## src/rtl/uart_cmd_pkg.sv

```systemverilog
// Shared protocol constants and FSM state encoding for the UART command decoder.
package uart_cmd_pkg;

   localparam logic [7:0] SYNC      = 8'hA5;
   localparam logic [7:0] CMD_PING  = 8'h00;
   localparam logic [7:0] CMD_WRITE = 8'h01;
   localparam logic [7:0] ACK       = 8'h06;
   localparam logic [7:0] NAK       = 8'h15;

   typedef enum logic [2:0] {
      ST_IDLE    = 3'd0,
      ST_CMD     = 3'd1,
      ST_ADDR_HI = 3'd2,
      ST_ADDR_LO = 3'd3,
      ST_DATA    = 3'd4,
      ST_WRITE   = 3'd5,
      ST_RESP    = 3'd6,
      ST_TX_WAIT = 3'd7
   } state_t;

endpackage

```

## src/rtl/uart_cmd_timer.sv

```systemverilog
// Inter-byte gap counter: counts enabled cycles since the last clear and flags
// the cycle in which the TIMEOUT-th idle cycle elapses.
module uart_cmd_timer #(
   parameter int TIMEOUT = 50000
) (
   input  logic clk,
   input  logic rst_n,
   input  logic clear,
   input  logic enable,
   output logic expired
);

   localparam int CW = $clog2(TIMEOUT + 1);
   localparam logic [CW-1:0] TC = CW'(TIMEOUT - 1);

   logic [CW-1:0] cnt;

   // Saturates at the terminal count so a stalled enable can never wrap.
   always_ff @(posedge clk or negedge rst_n) begin
      if (!rst_n)
         cnt <= '0;
      else if (clear)
         cnt <= '0;
      else if (enable && cnt != TC)
         cnt <= cnt + CW'(1);
   end

   assign expired = enable && !clear && (cnt == TC);

endmodule

```

## src/rtl/uart_cmd_decoder.sv

```systemverilog
// Decodes SYNC/CMD framed byte streams from a UART into ping responses and
// single-byte memory writes, answering each accepted frame with ACK or NAK.
//
// state      | meaning
// -----------+-----------------------------------------------
// ST_IDLE    | hunting for SYNC, other bytes dropped
// ST_CMD     | waiting for command byte
// ST_ADDR_HI | waiting for address high byte
// ST_ADDR_LO | waiting for address low byte
// ST_DATA    | waiting for write data byte
// ST_WRITE   | wr_en held until wr_ready
// ST_RESP    | response loaded, waiting for transmitter idle
// ST_TX_WAIT | response in flight, waiting for transmitter idle
module uart_cmd_decoder
   import uart_cmd_pkg::*;
#(
   parameter int ADDR_W  = 16,
   parameter int TIMEOUT = 50000
) (
   input  logic              clk,
   input  logic              rst_n,
   input  logic              rx_valid,
   input  logic [7:0]        rx_data,
   input  logic              tx_busy,
   output logic              tx_start,
   output logic [7:0]        tx_data,
   output logic              wr_en,
   output logic [ADDR_W-1:0] wr_addr,
   output logic [7:0]        wr_data,
   input  logic              wr_ready,
   output logic              err
);

   state_t      state;
   logic        rx_prev;
   logic [7:0]  addr_hi_q;
   logic [7:0]  addr_lo_q;
   logic [15:0] addr_full;
   logic        byte_evt;
   logic        tmr_clear;
   logic        tmr_en;
   logic        tmr_expired;

   assign byte_evt  = rx_valid && !rx_prev;
   assign addr_full = {addr_hi_q, addr_lo_q};
   assign tmr_en    = (state == ST_CMD) || (state == ST_ADDR_HI) ||
                      (state == ST_ADDR_LO) || (state == ST_DATA);
   assign tmr_clear = byte_evt || (state == ST_IDLE);

   uart_cmd_timer #(.TIMEOUT(TIMEOUT)) u_timer (
      .clk     (clk),
      .rst_n   (rst_n),
      .clear   (tmr_clear),
      .enable  (tmr_en),
      .expired (tmr_expired)
   );

   always_ff @(posedge clk or negedge rst_n) begin
      if (!rst_n) begin
         state     <= ST_IDLE;
         rx_prev   <= 1'b0;
         addr_hi_q <= '0;
         addr_lo_q <= '0;
         tx_start  <= 1'b0;
         tx_data   <= '0;
         wr_en     <= 1'b0;
         wr_addr   <= '0;
         wr_data   <= '0;
         err       <= 1'b0;
      end else begin
         rx_prev  <= rx_valid;
         tx_start <= 1'b0;
         err      <= 1'b0;
         // Receive states test byte_evt first so a byte beats a same-cycle timeout.
         case (state)
            ST_IDLE: begin
               if (byte_evt && rx_data == SYNC)
                  state <= ST_CMD;
            end
            ST_CMD: begin
               if (byte_evt) begin
                  if (rx_data == CMD_PING) begin
                     tx_data <= ACK;
                     state   <= ST_RESP;
                  end else if (rx_data == CMD_WRITE) begin
                     state   <= ST_ADDR_HI;
                  end else begin
                     tx_data <= NAK;
                     err     <= 1'b1;
                     state   <= ST_RESP;
                  end
               end else if (tmr_expired) begin
                  err   <= 1'b1;
                  state <= ST_IDLE;
               end
            end
            ST_ADDR_HI: begin
               if (byte_evt) begin
                  addr_hi_q <= rx_data;
                  state     <= ST_ADDR_LO;
               end else if (tmr_expired) begin
                  err   <= 1'b1;
                  state <= ST_IDLE;
               end
            end
            ST_ADDR_LO: begin
               if (byte_evt) begin
                  addr_lo_q <= rx_data;
                  state     <= ST_DATA;
               end else if (tmr_expired) begin
                  err   <= 1'b1;
                  state <= ST_IDLE;
               end
            end
            ST_DATA: begin
               if (byte_evt) begin
                  wr_addr <= addr_full[ADDR_W-1:0];
                  wr_data <= rx_data;
                  wr_en   <= 1'b1;
                  state   <= ST_WRITE;
               end else if (tmr_expired) begin
                  err   <= 1'b1;
                  state <= ST_IDLE;
               end
            end
            ST_WRITE: begin
               if (wr_ready) begin
                  wr_en   <= 1'b0;
                  tx_data <= ACK;
                  state   <= ST_RESP;
               end
            end
            ST_RESP: begin
               if (!tx_busy) begin
                  tx_start <= 1'b1;
                  state    <= ST_TX_WAIT;
               end
            end
            ST_TX_WAIT: begin
               // tx_busy only rises the cycle after tx_start, so skip that first cycle.
               if (!tx_start && !tx_busy)
                  state <= ST_IDLE;
            end
            default: state <= ST_IDLE;
         endcase
      end
   end

endmodule
```

## config.mk

```make
export PLATFORM = sky130hd
export DESIGN_NAME = uart_cmd_decoder
export DESIGN_NICKNAME = d
export VERILOG_FILES = /design/src/rtl/uart_cmd_pkg.sv /design/src/rtl/uart_cmd_timer.sv /design/src/rtl/uart_cmd_decoder.sv
export SDC_FILE = /design/constraint.sdc
export NUM_CORES = 1
export LEC_CHECK = 0
export CAP_MARGIN = 20
export CORE_MARGIN = 5
export CORE_UTILIZATION = 45
export CTS_CLUSTER_SIZE = 28
export DETAILED_ROUTE_END_ITERATION = 7
export PLACE_DENSITY = 0.72
export SLEW_MARGIN = 20
export SYNTH_ARGS = -nofsm -noshare
export SYNTH_HDL_FRONTEND = slang
export SYNTH_SLANG_ARGS = --single-unit
```

## constraint.sdc

```tcl
create_clock -name clk -period 4.1 [get_ports clk]
set_clock_uncertainty 0.1 [all_clocks]
set_input_delay 0.82 -clock clk [delete_from_list [all_inputs] [get_ports clk]]
set_output_delay 0.82 -clock clk [all_outputs]
set_load 0.01 [all_outputs]
```

* Word level (Yosys, flattened, before mapping)
Index checks and enable logic that the tools add are counted.
** Storage, ports and cells
- Register bits after elaboration :: 71
- Logic and storage cells :: 86
** Operators by class
- Add/sub/neg operators :: 1
- Equality and inequality tests :: 18
- Muxes and demuxes :: 30
- Reduce and logical (&&, ||, !) cells :: 26
** Operators by type and width (count)
- 2-to-1 mux 3 bit :: 11
- 2-to-1 mux 16 bit :: 2
- 2-to-1 mux 8 bit :: 4
- case mux 3 bit (8 select lines) :: 1
- adder 16 x 1 -> 16 bit (second input constant) :: 1
- equality test 16 bit (second input constant) :: 1
- inequality test 16 bit (second input constant) :: 1
- case mux 8 bit (2 select lines) :: 1
- equality test 3 bit (second input constant) :: 4
- inequality test 2 bit (second input constant) :: 5
- 2-to-1 mux 1 bit :: 9
- equality test 8 x 1 -> 1 bit (second input constant) :: 1
- equality test 8 bit (second input constant) :: 1
- zero test 8 bit :: 1
- AND reduction 4 bit :: 2
- equality test 3 x 2 -> 1 bit (second input constant) :: 2
- logical AND 1 bit :: 6
- AND reduction 2 bit :: 3
- nonzero test 2 bit :: 3
- zero test 1 bit :: 4
- logical OR 1 bit :: 4
- case mux 1 bit (2 select lines) :: 2
- equality test 3 x 1 -> 1 bit (second input constant) :: 1
- zero test 3 bit :: 1
- other kinds (4) :: 4

* Logic depth before layout (Yosys ltp)
Gate-level depths: netlist (run 1).
- Depth in word-level cells :: 9
- Gate-level depth with buffers :: 6
- Mapped depth without buffers :: 5

* Cells and area by module
Synthesis (run 1) repeated with hierarchy kept, for this count alone.
** Second synthesis, totals
- Cell total of the unflattened synthesis :: 247
- Area total of the unflattened synthesis :: 3111.7 sq um
** By module, submodules not included
- uart_cmd_decoder :: instances 1, cells each 161, area each 2245.9 sq um, sequential area each 1251.2 sq um
- uart_cmd_timer :: instances 1, cells each 86, area each 865.8 sq um, sequential area each 400.4 sq um

* Least setup slack after synthesis (run 1)
OpenSTA, ideal clock, no wires.
- Kind :: input port to flip-flop
- Start point :: input port rx_valid
- End point :: register addr_hi_q[0]
- Data arrival time :: 1868 ps
- Data required time :: 3873 ps
- Slack :: 2005 ps
- Stages :: 4
- Path buffers :: 1
- Cell sequence :: nand2b_1 -> or4_1 -> clkbuf_1 -> mux2_1
** On the way
- Word-level cells in the longest chain between the ends :: 2
** Ends and longest elaborated chain
- start: declaration :: RTL line uart_cmd_decoder.sv:22 : input logic rx_valid,
- logical AND 1 bit :: RTL line uart_cmd_decoder.sv:44 : assign byte_evt = rx_valid && !rx_prev;
- AND reduction 2 bit (no source line)
- end signal: assignment :: RTL line uart_cmd_decoder.sv:99 : addr_hi_q <= rx_data;
- end: declaration :: RTL line uart_cmd_decoder.sv:36 : logic [7:0] addr_hi_q;
No other way between the ends.
A chain may end at the register's enable or synchronous reset.

* Final worst setup path (run 1)
- Start point :: input port rx_valid
- End point :: register addr_hi_q[1]
Same word-level chain as after synthesis.

==> results of run 1 <==
[cells by family (layout without fill, tap and decap cells)]
family,Yosys count,in the layout,share of synthesized area
xor+xnor,3,3,0.00862
compound gates,44,44,0.0923
mux,42,42,0.154
buf+inv,22,67,0.0410
fa+ha+maj,1,1,0.00410
simple gates,74,74,0.157
other cells,1,4,0.00123
flops,66,66,0.542
[final timing paths]
kind / startpoint / end / slack [ns] / depth (start not counted)
max in group asynchronous: rst_n / addr_hi_q[0] / 2.59 / 2
max: rx_valid / addr_hi_q[1] / 1.65 / 4
min reg2reg: tx_data[2] / tx_data[2] / 0.38 / 1
max reg2reg: state[1] / u_timer.cnt[13] / 1.96 / 4
min: rst_n / u_timer.cnt[11] / 0.36 / 1
min in group clk: tx_data[2] / tx_data[2] / 0.38 / 1
[state kept, by name (all words and copies together), names as in the netlist, 3 cells and up]
name / flops
wr_data: 8
u_timer.cnt: 16
addr_lo_q: 8
wr_addr: 16
state: 3
addr_hi_q: 8
tx_data: 3
[where the power goes]
group          leakage, nW  internal (mW)  switching (mW)
combinational        0.647          0.490           0.366
clock                0.102          0.341           0.258
sequential           0.833          0.883           0.171
total                 1.58           1.71           0.794
[routing by layer]
| layer | global-route usage | vias to the layer above |
|---|---|---|
| li1 | - | 1026 |
| met1 | 0.201 | 1061 |
| met2 | 0.268 | 53 |
| met3 | 0.0561 | 11 |
| met4 | 0.0755 | 0 |
| met5 | 0 | - |
[cell type report]
cell class              count  area, µm²
clock buffers               9        124
clock inverters             6       92.6
fillers                   589       2960
inverters                   6       22.5
multi-input cells         168       1280
flip-flops and latches     66       1650
well taps                  80        100
repair buffers             46        448
[critical path, delay by kind of cell]
family | cells | cell delay, ns
muxes | 1 | 0.41
and+or+nand+nor | 2 | 0.84
buffers and inverters | 1 | 0.49
[cells in the final DEF (no fill, tap or decap), types with 3 or more instances in the layout]
cell             count
nor3_1               5
or3_1                3
o21ai_0              3
nand4_1              3
clkdlybuf4s50_1     42
conb_1               4
o21a_1               3
and3_1               3
inv_1                5
buf_4                3
nand2_1             10
and4_1               3
clkbuf_8             9
mux2_2              32
or4_1               11
nor2_1               3
nand3_1             10
a21oi_1             18
mux2_1               8
nor4_1               3
o31ai_1             11
dfrtp_1             66
nand2b_1             5
==> impl_metrics.toml, run 1 <==
[clocking]
cts_tree = "done"
cts-resized-gates = 0
clock-sinks = 66
hold_buffers = 0
path_clk_slew_ns = 0.08
numCtsBuffers = 9
clk_latency_ns = 0.33
post_cts_buffers = 0
clockRootBuffer = "clkbuf_8"
clockBufferDepth = 2
h-tree-depth = 3

[cells_and_area]
final_area_um2 = 3720
final_cells = 381
fin_nets = 311
final_util = 0.557
area_growth_pct = 22.1
final_layout_size_suffix_gt1_frac = 0.196
num_antenna_cells = 0

[global_route]
grt_max_degree = 45
antenna_found_initial = 0
grt_pass1_vias = 2253
overflow = 0
grt_use_total = 0.166
grt_pass1_wl_um = 11100

[detailed_routing]
ant_nets = 0
wirelength_met1_um = 2810
wire_per_inst_um = 17.0
wl_met2_um = 3170
drc_errors = 0
wl_um = 6490
drtIter0Drc = 87
top_layer = "met4"
vias = 2151
routed_via_density = 5.65
drt_first_pass_iters = 4
met3WireLength_um = 400

[logic_synthesis]
syn_area_um2 = 3050
yosysTopAreaCellShare = 0.542
ys_ff_latch = 66
yosysUniqueCellTypes = 51
synth_top_area_cell = "dfrtp_1"
syn_inst = 253
postSynthAreaPerCell_um2 = 12.1
async_flop_share = 1.00
synth_edf_count = 0
yosysSeqAreaShare = 0.542
yosysMostFrequentCell = "dfrtp_1"
synth_flop_cell = "dfrtp_1"
yosys-top-cells-count = "dfrtp_1 (66), mux2_2 (32), a21oi_1 (18)"
synth.area.top_cells = "dfrtp_1 (54%), mux2_2 (12%), a21oi_1 (3.0%)"
yosysWarningCount = 0

[power]
ir_drop_mv = 0.381
power.density_nw_per_um2 = 674
total_power_mw = 2.51
power.leakage_nw = 1.58

[place]
gp_congestion = 0.730
placed_cell_area_um2 = 3510
placed_cells_incl_taps = 366
place_hpwl_um = 4560
portBuffers = 43
pre_cts_ws_ns = 1.32

[die]
core_region_area_um2 = 6680
die_area_um2 = 8520
die_w_um = 92.3
io_pins = 48
fp.dieH_um = 92.3
start_util = 0.456
num_rows = 30

[timing]
grt_setup_unrepaired = "no"
hold_ws_ns = 0.356
finalSetupViolations = 0
tns_ns = 0
maxSlewViolCount = 0
setup_ws_ns = 1.65
max_clock_freq_mhz = 408
hold_viol = 0
min_period_over_period = 0.598
fin_crit_ns = 2.45
tightest_slew_ns = 0.569
relSlewSlack = 0.620

[outcome]
status = "finished clean"

[setup_path]
endpoint_kind = "flop"
worstSetupPathType = "in -> reg"
startpoint_type = "primary input"
cp_slowest_cell = "or4_1"
crit_fanout = 8
worstPathRequired_ns = 4.21
cp_cell_sequence = "clkdlybuf4s50_1 > nand2b_1 > or4_1 > mux2_1"
critPathArrivalTime_ns = 2.56
critical_path.max_stage_delay_ns = 0.67

[job]
cap_violations = 0

[min_path]
hold_class = "in -> async"
Power figures use the tool's default switching activity.
==> inputs of run 2 (changes only) <==
==> constraint.sdc (replaced) <==
create_clock -name clk -period 2.5 [get_ports clk]
set_clock_uncertainty 0.1 [all_clocks]
set_input_delay 0.5 -clock clk [delete_from_list [all_inputs] [get_ports clk]]
set_output_delay 0.5 -clock clk [all_outputs]
set_load 0.01 [all_outputs]
==> run 2 against run 1 <==
Compared with the run above: register-to-register slack got worse by 1.7 ns; die area unchanged; design area increased by 1.1%; clock power increased by 61%; clock-buffer cell count unchanged; critical path depth unchanged; core utilization increased by 0.60 points; critical endpoint is now u_timer.cnt[13]; highest routed layer unchanged.
==> impl_metrics.toml, run 2 (same netlist as run 1, synthesis figures left out) <==
[setup_path]
cp_cell_sequence = "o21ai_1 > nand4_2 > or4_1 > a21oi_1"
startpoint_type = "flop"
worstSetupPathType = "reg -> reg"
crit_fanout = 16
critical_path.max_stage_delay_ns = 0.61
timing.rr.end = "u_timer.cnt[13]"
crit_buf_inv = 0
worstPathRequired_ns = 2.65
worst-r2r-setup-slack_ns = 0.30
cp_slowest_cell = "or4_1"
crit_path_end = "u_timer.cnt[13]"
critPathArrivalTime_ns = 2.35
ff2ff_path_depth = 4
startpoint = "state[1]"
endpoint_kind = "flop"
regToRegStartpoint = "state[1]"
cp_top_family = "simple AND/OR/NAND/NOR gates"
crit_cells = 4

[power]
power.leakage_nw = 1.60
clock_power_share = 0.237
p_int_mw = 2.82
switchingPower_mw = 1.27
ir_drop_mv = 0.846
p_sw_frac = 0.311
power_frac_seq = 0.421
p_comb_frac = 0.342
power.density_nw_per_um2 = 1090

[detailed_routing]
ant_nets = 0
vias = 2152
wire_per_inst_um = 16.6
drt_first_pass_iters = 4
routed_via_density = 5.62
drtIter0Drc = 79
wl_um = 6350
drc_errors = 0

[clocking]
h-tree-depth = 3
hold_buffers = 0
clockRootBuffer = "clkbuf_8"
cts-resized-gates = 0
clk_latency_ns = 0.33
path_clk_slew_ns = 0.07
numCtsBuffers = 9
post_cts_buffers = 0
clock-sinks = 66
clockBufferDepth = 2
cts_tree = "done"

[timing]
grt_setup_unrepaired = "no"
maxSlewViolCount = 0
fin_crit_ns = 2.20
tightest_slew_ns = 0.529
tns_ns = 0
hold_viol = 0
min_period_over_period = 0.880
max_clock_freq_mhz = 455
finalSetupViolations = 0
relSlewSlack = 0.647

[place]
portBuffers = 43
gp_congestion = 0.821
place_hpwl_um = 4410

[global_route]
grt_busiest_layer = "met2"
antenna_found_initial = 0
global_route.usage.met1 = 0.210
grt_pass1_vias = 2197
overflow = 0
grt_use_total = 0.160
grtUsageMet3 = 0.0601
grt_pass1_wl_um = 10900
use_met2 = 0.251
grt_max_degree = 46

[cells_and_area]
final_util = 0.563
num_antenna_cells = 0
nFillCells = 567
final_layout_size_suffix_gt1_frac = 0.201
mostFrequentLayoutCells = "dfrtp_1 (66), clkdlybuf4s50_1 (42), mux2_2 (32)"
area_growth_pct = 23.4
fin_nets = 313
final_common_cell = "dfrtp_1"
reg.largest.list = "u_timer.cnt x16, wr_addr x16"

[die]
start_util = 0.456
core_region_area_um2 = 6680
fp.dieH_um = 92.3
die_area_um2 = 8520
io_pins = 48
die_w_um = 92.3
num_rows = 30

[job]
cap_violations = 0

[min_path]
hold_class = "in -> async"

[outcome]
status = "finished clean"
==> run 2: cell types whose count changed in the layout (fill, tap and decap cells not counted) <==
cell    before  now
buf_12       0    2
==> run 2: per-stage QoR <==
step / std cells / hold slack (ns) / setup slack (ns) / total power, mW / area, µm²
after floorplan: 256 / 0.104 / 0.690 / 2.52 / 3060
after global placement: 368 / 0.349 / 0.173 / 3.12 / 3550
after detailed placement: 368 / 0.355 / 0.176 / 3.16 / 3550
after CTS: 383 / 0.0460 / 0.322 / 4.14 / 3760
after global routing: 383 / 0.0720 / 0.170 / 4.39 / 3760
final: 383 / 0.0437 / 0.301 / 4.09 / 3760
==> run 2: routing by layer <==
layer | wire length [µm] | vias up
met5 | 0 | -
met4 | 46 | 0
met3 | 326 | 4
met2 | 3080 | 41
met1 | 2900 | 1080
li1 | - | 1027
==> run 2: worst min path at each step <==
stage	start	end
floorplan	rst_n	addr_hi_q[0]
global placement	tx_data[2]	tx_data[2]
finish	rst_n	u_timer.cnt[13]
global route	rst_n	tx_start
CTS	rst_n	tx_start
detailed placement	tx_data[2]	tx_data[2]
==> run 2: final cells by class <==
type / instances / area (µm²) / share of cell area
well taps: 80 / 100 / 0.0266
inverters: 6 / 22.5 / 0.00599
clock buffers: 9 / 124 / 0.0329
flip-flops and latches: 66 / 1650 / 0.439
multi-input cells: 168 / 1280 / 0.341
repair buffers: 48 / 488 / 0.130
clock inverters: 6 / 92.6 / 0.0246
==> run 2: power groups by stage <==
stage / Clock (mW) / Sequential [mW] / Combinational [mW]
2_1_floorplan: 0 / 1.74 / 0.782
3_3_place_gp: 0 / 1.73 / 1.39
3_5_place_dp: 0 / 1.74 / 1.41
4_1_cts: 0.995 / 1.73 / 1.42
5_1_grt: 1.05 / 1.79 / 1.55
6_report: 0.967 / 1.72 / 1.40
==> inputs of run 3 (changes only) <==
--- a/config.mk
+++ b/config.mk
@@ -7,10 +7,10 @@
 export LEC_CHECK = 0
 export CAP_MARGIN = 20
 export CORE_MARGIN = 5
-export CORE_UTILIZATION = 45
+export CORE_UTILIZATION = 30
 export CTS_CLUSTER_SIZE = 28
 export DETAILED_ROUTE_END_ITERATION = 7
-export PLACE_DENSITY = 0.72
+export PLACE_DENSITY = 0.53
 export SLEW_MARGIN = 20
 export SYNTH_ARGS = -nofsm -noshare
 export SYNTH_HDL_FRONTEND = slang
==> run 3 against run 2 <==
Compared with the run above: final cell count up 15%; non-clock buffer count up 3; wire length up 5.8%; register-to-register slack about the same; design area up 3.0%; flip-flop and latch count unchanged; combinational power up 4%; maximum frequency up 0.65%; highest routed layer unchanged.
==> impl_metrics.toml, run 3 (same netlist as run 1, synthesis figures left out) <==
[outcome]
status = "finished clean"

[timing]
tightest_slew_ns = 0.690
tns_ns = 0
min_period_over_period = 0.874
fin_crit_ns = 2.18
grt_setup_unrepaired = "no"
setup_ws_ns = 0.315
finalSetupViolations = 0
relSlewSlack = 0.540
max_clock_freq_mhz = 458
hold_viol = 0
maxSlewViolCount = 0

[cells_and_area]
fin_nets = 316
reg.largest.list = "u_timer.cnt x16, wr_addr x16"
mostFrequentLayoutCells = "dfrtp_1 (66), clkdlybuf4s50_1 (42), mux2_2 (32)"
final_layout_size_suffix_gt1_frac = 0.208
num_antenna_cells = 0
area_growth_pct = 27.1
final_common_cell = "dfrtp_1"

[global_route]
grt_use_total = 0.114
overflow = 0
grt_max_degree = 40
grt_pass1_wl_um = 11500
antenna_found_initial = 0
grt_pass1_vias = 2183

[clocking]
numCtsBuffers = 9
cts-resized-gates = 0
clk_latency_ns = 0.34
path_clk_slew_ns = 0.08
clockRootBuffer = "clkbuf_8"
cts_tree = "done"
clockBufferDepth = 2
clock-sinks = 66
h-tree-depth = 3
hold_buffers = 0
post_cts_buffers = 0

[die]
io_pins = 48
fp.dieH_um = 111
die_area_um2 = 12300
core_region_area_um2 = 9860
num_rows = 36
start_util = 0.309
die_w_um = 111

[place]
gp_congestion = 0.763
place_hpwl_um = 4590
pre_cts_ws_ns = 0.133
portBuffers = 43

[setup_path]
cp_top_family = "simple AND/OR/NAND/NOR gates"
critical_path.max_stage_delay_ns = 0.63
worstSetupPathType = "reg -> reg"
crit_buf_inv = 0
cp_cell_sequence = "or3_1 > nand4_2 > or4_1 > a21oi_1"
cp_slowest_cell = "dfrtp_1"
startpoint_type = "flop"
endpoint_kind = "flop"
worstPathRequired_ns = 2.66
critPathArrivalTime_ns = 2.34
crit_fanout = 16

[detailed_routing]
vias = 2158
wire_per_inst_um = 15.3
wl_um = 6720
drc_errors = 0
ant_nets = 0
routed_via_density = 4.90
drt_first_pass_iters = 4
drtIter0Drc = 57

[power]
power.leakage_nw = 1.63
ir_drop_mv = 0.604
power.density_nw_per_um2 = 1100

[job]
cap_violations = 0

[min_path]
hold_class = "in -> async"
==> run 3: path summary, 6_finish.rpt <==
kind,from,endpoint,slack (ns),cells after the start
max reg2reg,state[1],u_timer.cnt[13],0.32,4
min in group clk,tx_data[2],tx_data[2],0.37,1
min reg2reg,tx_data[2],tx_data[2],0.37,1
max in group asynchronous,rst_n,addr_hi_q[0],1.55,2
max,state[1],u_timer.cnt[13],0.32,4
min,rst_n,u_timer.cnt[15],0.1,1
==> run 3: area by class of cell <==
class / instances / area (µm²)
Inverter: 6 / 22.5
Clock inverter: 6 / 114
Tap cell: 133 / 166
Multi-Input combinational cell: 168 / 1280
Timing Repair Buffer: 51 / 510
Sequential cell: 66 / 1650
Fill cell: 964 / 5990
Clock buffer: 10 / 128
==> run 3: power breakdown <==
part / internal [mW] / switching [mW]
Combinational: 0.833 / 0.631
Clock: 0.667 / 0.434
Sequential: 1.45 / 0.237
Total: 2.95 / 1.30
==> run 3: stage by stage <==
step / util / instance area, µm² / hold slack, ns / cells / power [mW]
floorplan: - / 3060 / 0.104 / 256 / 2.52
global placement: 0.368 / 3630 / 0.352 / 424 / 3.17
detailed placement: 0.368 / 3630 / 0.355 / 424 / 3.19
CTS: 0.393 / 3880 / 0.120 / 440 / 4.32
global route: 0.393 / 3880 / 0.163 / 440 / 4.54
finish: 0.393 / 3880 / 0.0978 / 440 / 4.25
==> run 3: metal layers <==
layer / vias up / global-route usage / routed length [µm]
met4: 0 / 0.0271 / 58
met2: 51 / 0.175 / 3080
met1: 1072 / 0.149 / 3200
met3: 7 / 0.0486 / 381
li1: 1028 / - / -
met5: - / 0 / 0
